==> config.mk <==
export PLATFORM = sky130hd
export DESIGN_NAME = seg7_scan_controller
export DESIGN_NICKNAME = d
export VERILOG_FILES = /design/src/rtl/seg7_pkg.sv /design/src/rtl/seg7_hex_decoder.sv /design/src/rtl/seg7_scan_controller.sv
export SDC_FILE = /design/constraint.sdc
export NUM_CORES = 1
export LEC_CHECK = 0
export BUFFER_PORTS_ARGS = -buffer_cell sky130_fd_sc_hd__buf_2
export CAP_MARGIN = 20
export CORE_MARGIN = 10
export CORE_UTILIZATION = 25
export CTS_CLUSTER_SIZE = 12
export DETAILED_ROUTE_END_ITERATION = 10
export HOLD_SLACK_MARGIN = 0.02
export PLACE_DENSITY = 0.42
export SKIP_LAST_GASP = 1
export SYNTH_ARGS = -nofsm -noshare
export SYNTH_HDL_FRONTEND = slang
export SYNTH_SLANG_ARGS = --single-unit
==> constraint.sdc <==
create_clock -name clk -period 2.4 [get_ports clk]
set_input_delay 0.24 -clock clk [delete_from_list [all_inputs] [get_ports clk]]
set_output_delay 0.24 -clock clk [all_outputs]
set_load 0.005 [all_outputs]
==> src/rtl/seg7_pkg.sv <==
// Shared definitions for the 7-segment display blocks: blanking constants,
// scan FSM states and the active-low hex-to-segment table.
package seg7_pkg;

    localparam logic [6:0] SEG_BLANK = 7'h7F;
    localparam logic [3:0] AN_OFF    = 4'hF;

    typedef enum logic [1:0] {
        IDLE  = 2'd0,
        BLANK = 2'd1,
        SHOW  = 2'd2
    } state_t;

    // Segment order {g,f,e,d,c,b,a}, 0 = segment lit.
    function automatic logic [6:0] hex_to_seg(input logic [3:0] hex);
        logic [6:0] seg;
        case (hex)
            4'h0:    seg = 7'h40;
            4'h1:    seg = 7'h79;
            4'h2:    seg = 7'h24;
            4'h3:    seg = 7'h30;
            4'h4:    seg = 7'h19;
            4'h5:    seg = 7'h12;
            4'h6:    seg = 7'h02;
            4'h7:    seg = 7'h78;
            4'h8:    seg = 7'h00;
            4'h9:    seg = 7'h10;
            4'hA:    seg = 7'h08;
            4'hB:    seg = 7'h03;
            4'hC:    seg = 7'h46;
            4'hD:    seg = 7'h21;
            4'hE:    seg = 7'h06;
            default: seg = 7'h0E;
        endcase
        return seg;
    endfunction

endpackage

==> src/rtl/seg7_hex_decoder.sv <==
// Combinational hex digit to active-low 7-segment pattern.
module seg7_hex_decoder
    import seg7_pkg::*;
(
    input  logic [3:0] hex_i,
    output logic [6:0] seg_o
);

    assign seg_o = hex_to_seg(hex_i);

endmodule

==> src/rtl/seg7_scan_controller.sv <==
// Scans a 16-bit hex value across a 4-digit common-anode display, with a
// blanked lead-in per digit slot and frame-aligned updates from a pending buffer.
module seg7_scan_controller
    import seg7_pkg::*;
#(
    parameter int TICK_DIV     = 50000,
    parameter int BLANK_CYCLES = 500
) (
    input  logic        clk,
    input  logic        rst,
    input  logic        en,
    input  logic        load_valid,
    output logic        load_ready,
    input  logic [15:0] value,
    input  logic [3:0]  dp_in,
    input  logic        lz_suppress,
    output logic [3:0]  an,
    output logic [6:0]  seg,
    output logic        dp,
    output logic        frame_done
);

    localparam int PW = (TICK_DIV > 1) ? $clog2(TICK_DIV) : 1;
    localparam logic [PW-1:0] PCNT_LAST  = PW'(TICK_DIV - 1);
    localparam logic [PW-1:0] BLANK_LAST = PW'(BLANK_CYCLES - 1);

    state_t        state_q;
    logic [PW-1:0] pcnt_q;
    logic [1:0]    idx_q;
    logic [15:0]   act_val_q;
    logic [3:0]    act_dp_q;
    logic [15:0]   pend_val_q;
    logic [3:0]    pend_dp_q;
    logic          pend_full_q;
    logic [3:0]    an_q;
    logic [6:0]    seg_q;
    logic          dp_q;
    logic          frame_done_q;

    logic          tick;
    logic          boundary;
    logic          load_fire;
    logic [3:0]    digit_sel;
    logic [6:0]    dec_seg;
    logic [3:0]    nz;
    logic [3:0]    lz_blank;
    logic [3:0]    an_d;
    logic [6:0]    seg_d;
    logic          dp_d;

    assign tick      = (state_q != IDLE) && (pcnt_q == PCNT_LAST);
    assign boundary  = tick && (idx_q == 2'd3);
    assign load_fire = load_valid && !pend_full_q;

    // A digit is blanked only if it and every digit above it are zero; digit 0 always shows.
    for (genvar gi = 0; gi < 4; gi++) begin : g_lz
        assign nz[gi] = |act_val_q[gi*4 +: 4];
        if (gi == 0) begin : g_d0
            assign lz_blank[gi] = 1'b0;
        end else begin : g_dk
            assign lz_blank[gi] = lz_suppress && !(|nz[3:gi]);
        end
    end

    assign digit_sel = act_val_q[{idx_q, 2'b00} +: 4];

    seg7_hex_decoder u_dec (
        .hex_i (digit_sel),
        .seg_o (dec_seg)
    );

    always_comb begin
        an_d  = AN_OFF;
        seg_d = SEG_BLANK;
        dp_d  = 1'b1;
        if (state_q == SHOW) begin
            an_d  = ~(4'b0001 << idx_q);
            seg_d = lz_blank[idx_q] ? SEG_BLANK : dec_seg;
            dp_d  = ~act_dp_q[idx_q];
        end
    end

    always_ff @(posedge clk) begin
        if (rst) begin
            state_q      <= IDLE;
            pcnt_q       <= '0;
            idx_q        <= '0;
            act_val_q    <= '0;
            act_dp_q     <= '0;
            pend_val_q   <= '0;
            pend_dp_q    <= '0;
            pend_full_q  <= 1'b0;
            an_q         <= AN_OFF;
            seg_q        <= SEG_BLANK;
            dp_q         <= 1'b1;
            frame_done_q <= 1'b0;
        end else begin
            an_q         <= an_d;
            seg_q        <= seg_d;
            dp_q         <= dp_d;
            frame_done_q <= boundary;

            // Pending can only be full or accepting, never both, so these never collide.
            if (boundary && pend_full_q) begin
                act_val_q   <= pend_val_q;
                act_dp_q    <= pend_dp_q;
                pend_full_q <= 1'b0;
            end else if (load_fire) begin
                pend_val_q  <= value;
                pend_dp_q   <= dp_in;
                pend_full_q <= 1'b1;
            end

            if (!en) begin
                state_q <= IDLE;
                pcnt_q  <= '0;
                idx_q   <= '0;
            end else begin
                case (state_q)
                    IDLE: begin
                        state_q <= BLANK;
                        pcnt_q  <= '0;
                        idx_q   <= '0;
                    end
                    BLANK: begin
                        pcnt_q <= pcnt_q + 1'b1;
                        if (pcnt_q == BLANK_LAST) begin
                            state_q <= SHOW;
                        end
                    end
                    SHOW: begin
                        if (tick) begin
                            pcnt_q  <= '0;
                            idx_q   <= idx_q + 2'd1;
                            state_q <= BLANK;
                        end else begin
                            pcnt_q <= pcnt_q + 1'b1;
                        end
                    end
                    default: begin
                        state_q <= IDLE;
                        pcnt_q  <= '0;
                        idx_q   <= '0;
                    end
                endcase
            end
        end
    end

    assign an         = an_q;
    assign seg        = seg_q;
    assign dp         = dp_q;
    assign frame_done = frame_done_q;
    assign load_ready = !pend_full_q;

endmodule

## Word-level counts from Yosys, hierarchy flattened

Memories as Yosys holds them, arrays and structs flattened. A register that Yosys moved wholly into a read port is not among the register bits.
Cells that the tools add are included.

| storage, ports and cells | value |
|---|---|
| memory bits (read-only) | 112 |
| register bits | 67 |
| memories kept | 1 |
| output and inout bits | 14 |

| operators by class | value |
|---|---|
| add/subtract/negate cells | 2 |
| mux-type cells | 11 |
| magnitude comparators | 1 |
| bitwise gates (word level) | 6 |
| equality and inequality tests | 7 |
| shifts and indexed selects | 2 |
| reduce and logical (&&, ||, !) cells | 23 |

Memory list:

| name | words | width | read ports | clocked after Yosys merged registers in | write ports | RTL line | source |
|---|---|---|---|---|---|---|---|
| (no name shown) | 16 | 7 | 1 | 1 | 0 | seg7_pkg.sv:17 | `case (hex)` |

Operator list:

| kind | number |
|---|---|
| $pmux 16 s2 | 1 |
| $add 16x1->16 const B | 1 |
| $eq 16x16->1 const B | 1 |
| $eq 16x9->1 const B | 1 |
| $mux 16 | 1 |
| $shiftx 16x5->4 | 1 |
| $reduce_or 12->1 | 1 |
| $reduce_or 8->1 | 1 |
| $logic_and 1x1->1 | 7 |
| $mux 2 | 3 |
| $pmux 2 s3 | 1 |
| $reduce_and 2->1 | 3 |
| $reduce_or 2->1 | 3 |
| $not 1->1 | 5 |
| $bmux 1 s2 | 2 |
| $eq 2x2->1 const B | 2 |
| $logic_not 1->1 | 4 |
| $ne 2x2->1 const B | 2 |
| $not 4->4 | 1 |
| $pmux 2 s2 | 1 |
| $reduce_or 4->1 | 1 |
| $shl 1x2->4 const A | 1 |
| $lt 2x3->1 const B | 1 |
| $reduce_or 3->1 | 1 |
| other kinds (5) | 6 |

## Logic depth before layout (Yosys ltp)

| depth | value |
|---|---|
| depth in word-level cells | 6 |
| gate-level depth with buffers | 8 |
| depth with buffers taken out | 7 |

## Cells and area by module

Synthesis repeated with hierarchy kept, for this count alone.

| unflattened totals | value |
|---|---|
| cell total of the unflattened synthesis | 379 |
| area total of the unflattened synthesis | 3484.6 sq um |

By module, submodules not included:

| module | cells each | instances | area each (sq um) | sequential area each (sq um) |
|---|---|---|---|---|
| seg7_scan_controller | 348 | 1 | 3223.1 | 1481.4 |
| seg7_hex_decoder | 31 | 1 | 261.5 | 0.0 |

## Worst setup path after synthesis

OpenSTA, ideal clock, no wires.

| timing path | value |
|---|---|
| kind | register -> register |
| from | register idx_q[0] |
| to | register seg_q[3], in the netlist seg[3] |
| setup time | 0.131 ns |
| data arrival time | 1.918 ns |
| cell stages (with the launch flop) | 8 |
| required time | 2.269 ns |
| path slack | 0.350 ns |
| cell sequence | dfxtp_1 -> buf_6 -> mux4_2 -> inv_1 -> ha_1 -> inv_1 -> mux4_2 -> nand2b_1 |

| on the way | value |
|---|---|
| word-level cells in the longest chain between the ends | 3 |

RTL lines:

| element | RTL line | source |
|---|---|---|
| start, declared | seg7_scan_controller.sv:29 | `logic [1:0] idx_q;` |
| start signal, assigned | seg7_scan_controller.sv:134 | `idx_q <= idx_q + 2'd1;` |
| branches (longest 3 deep; another with $shiftx 16x5->4) | - |  |
| end, declared | seg7_scan_controller.sv:36 | `logic [6:0] seg_q;` |

Parallel ways; which one is timed is not known. The select of a mux whose other input is x is not followed.
A chain may end at the register's enable or synchronous reset.

## Final worst setup path

| timing path | value |
|---|---|
| from | register idx_q[1] |
| to | register seg_q[3], in the netlist seg[3] |

Same word-level chain as after synthesis.

==> metrics.txt <==
outcome completed; Setup TNS 0 ns; VDD IR-drop max 332 uV; grt ovf 0; Synth Register Bits between 70 and 80; CTS Root Cell clkbuf_16; CP max FO 9; syn_nets a little over 400; max-slew violations 0; Combinational Power Share 3.6%; Net Sw Power 0.571 mW; Die Y between 100 and 150 um; RSZ-0062 raised after global routing false; Crit path max-delay family multiplexers; Max-Slew Margin vs Limit a little under half; first-pass GRT wire length 13,300 um; Wirelength per Cell 13.4 um; port bufs 38; kind of critical path flip-flop to flip-flop; Post-Route WL ~7900 um; Iter 0 DRT Violations 139; clk buf depth 2; reg2reg setup slack 0.35 ns; fin nets 447; Core Region approximately 0.013 sq mm; register area share after synthesis 44.1%; hold slack final 0.137 ns; Die X approximately 140 um; maxcap violations 0; DRC viols 0; CTS tree done; Pint between 2 and 2.5 mW; vias per cell 4.33; highest-delay cell along the critical path dfxtp_1; Critical Path Start Type flip-flop; final hold violation count 0; Buf+Inv Stages, Crit Path 2; vias in the first global route 2,605; Initial Util 25.5%; Cell Chain, Critical Path mux4_2, inv_1, ha_1, inv_1, mux4_2, nand2b_1; FILL cells 1,419; die area around 0.018 sq mm; mapped cell area 0.00336 sq mm; via count 2,552; initial antenna violation count 1; Worst-Skew Late Latency ~0.34 ns; Clk pwr share 50.0%; PD cells around 700 mW/mm^2; Reg power frac 46.4%; share of cells above drive strength 1 between 20% and 30%; Fin Clk Skew 0.00661 ns; synthesized instance count 371; clk slew on worst S/H paths around 0.06 ns; clock period minus worst slack 2.05 ns; Worst Hold Class primary input to flip-flop; achievable clock frequency 0.487 GHz; Leak ~1.3 nW; endpoint class of the critical path flip-flop; CTS Hold Buffers Added 0; total track usage 9.15%; Syn Area/Cell around 9.1 sq um; num ports 39; clock sink total 74; number of CTS-inserted buffers 9; Final ANT Viol Nets 0; switch share 21.0%; placement row count 42; CTS-repair resized insts 0; synth warn 0; synthesis-to-layout area growth 18.7%; Worst Path Arrival 2.25 ns; pin count of the biggest net entering global routing 44; endpoints failing setup 0; DP Wirelength 5700 um; crit-path max cell delay ~0.55 ns; post-synth cell types 46; Initial DRT Pass Iterations 4; WP data required 2.60 ns; Final GP Congestion about 0.76; postcts setup bufs 0; actual slew at the worst max-slew pin 0.803 ns; Final period util between 80% and 90%; H-tree depth 3
## cells in the mapped netlist, drive strengths merged
library cell | n | share of area (%)
buf | 11 | 2.8
nor2 | 24 | 2.7
or3 | 1 | 0.22
and4 | 3 | 0.82
nand2 | 102 | 13
mux4 | 6 | 4.0
o211ai | 3 | 0.67
nor3b | 1 | 0.22
or4 | 1 | 0.33
o32ai | 1 | 0.26
a21oi | 46 | 9.2
xor2 | 8 | 2.1
nor4b | 2 | 0.97
nand2b | 4 | 0.82
nor3 | 5 | 0.74
nand4b | 1 | 0.26
inv | 13 | 1.5
nand3 | 11 | 1.6
dfxtp | 74 | 44
or2 | 1 | 0.19
o221ai | 2 | 0.52
nor4 | 5 | 1.6
and3 | 2 | 0.41
a21o | 1 | 0.26
nand4 | 4 | 0.74
a211oi | 1 | 0.22
xnor2 | 6 | 1.6
mux2i | 1 | 0.30
ha | 14 | 5.2
o22ai | 1 | 0.19
o31ai | 2 | 0.45
dlygate4sd3 | 1 | 0.30
o21ai | 3 | 0.45
nor2b | 3 | 0.56
clkbuf | 6 | 0.67
a31oi | 1 | 0.19
## cells by family after synthesis
group,after synthesis,share of synthesized area [%]
AND/OR/NAND/NOR,170,25.1
flip-flops,74,44.1
AO/OA/AOI/OAI,61,12.4
buffers and inverters,31,5.25
XOR/XNOR,14,3.65
adder cells (fa/ha/maj),14,5.21
multiplexers,7,4.32
## layout make-up
| cell class | instances | area, sq um | area share (%) |
|---|---|---|---|
| multi-input combinational | 266 | 1700 | 42.7 |
| sequential | 74 | 1480 | 37.1 |
| clock buffer | 14 | 264 | 6.61 |
| timing repair buffer | 44 | 235 | 5.89 |
| tap | 176 | 220 | 5.52 |
| inverter | 13 | 48.8 | 1.22 |
| clock inverter | 2 | 35.0 | 0.878 |
| antenna | 1 | 2.50 | 0.0627 |
## power by group through the flow
stage	Sequential, mW	Clock, mW	Combinational, mW
3_3_place_gp	1.29	0	0.0973
3_5_place_dp	1.29	0	0.0992
5_1_grt	1.26	1.45	0.110
6_report	1.26	1.36	0.0968
2_1_floorplan	1.29	0	0.0612
4_1_cts	1.26	1.41	0.0995
## worst reg2reg max path, cell delays in order (launching register included)
cell and delay (ns):
dfxtp_1 0.55, mux4_2 0.35, inv_1 0.10, ha_1 0.30, inv_1 0.04, mux4_2 0.43, nand2b_1 0.14
## placed cells by master (no fill, tap or decap), types with 2 or more instances in the layout
cell type and instances:
clkbuf_16 9, mux4_2 6, o21ai_0 3, xor2_1 8, nand2_2 21, nor3_1 5, ha_1 14, dfxtp_1 74
nand2b_1 3, nor2_1 24, clkbuf_8 2, clkbuf_1 3, o221ai_1 2, and4_1 2, inv_1 13, o211ai_1 3
buf_4 6, buf_2 38, nor4_1 3, xnor2_1 6, nand2_1 81, nand4_1 4, o31ai_1 2, a21oi_2 21
a21oi_1 25, nand3_1 11, nor2b_1 3
## registers in the layout, indices dropped and copies added (netlist names)
signal / count
seg: 7
an: 4
state_q: 2
pend_full_q: 1
idx_q: 2
dp: 1
pcnt_q: 16
act_dp_q: 4
pend_dp_q: 4
act_val_q: 16
frame_done: 1
pend_val_q: 16
## layer usage
| metal | wire length [um] | track usage, % |
|---|---|---|
| met1 | 3880 | 11.2 |
| met2 | 3410 | 13.7 |
| met3 | 398 | 3.06 |
| met4 | 195 | 5.15 |
| met5 | 0 | 0 |
## per-stage QoR
| step | instance area, sq um | power (mW) | instances | setup slack, ns | utilization (%) |
|---|---|---|---|---|---|
| 6_report | 3990 | 2.72 | 590 | 0.348 | 30.3 |
| 3_5_place_dp | 3690 | 1.39 | 573 | 0.339 | 28.0 |
| 3_3_place_gp | 3690 | 1.39 | 573 | 0.395 | 28.0 |
| 4_1_cts | 3990 | 2.77 | 589 | 0.329 | 30.2 |
| 5_1_grt | 3990 | 2.83 | 589 | 0.186 | 30.2 |
| 2_1_floorplan | 3360 | 1.35 | 371 | 0.350 | - |
## final timing paths
check,cells after the start,endpoint,start
setup / recovery,6,seg[3],idx_q[1]
hold / removal,3,pend_val_q[10],value[10]
setup reg to reg,6,seg[3],idx_q[1]
hold reg to reg,2,act_dp_q[0],act_dp_q[0]
No activity file was read; power rests on OpenSTA's default activity.
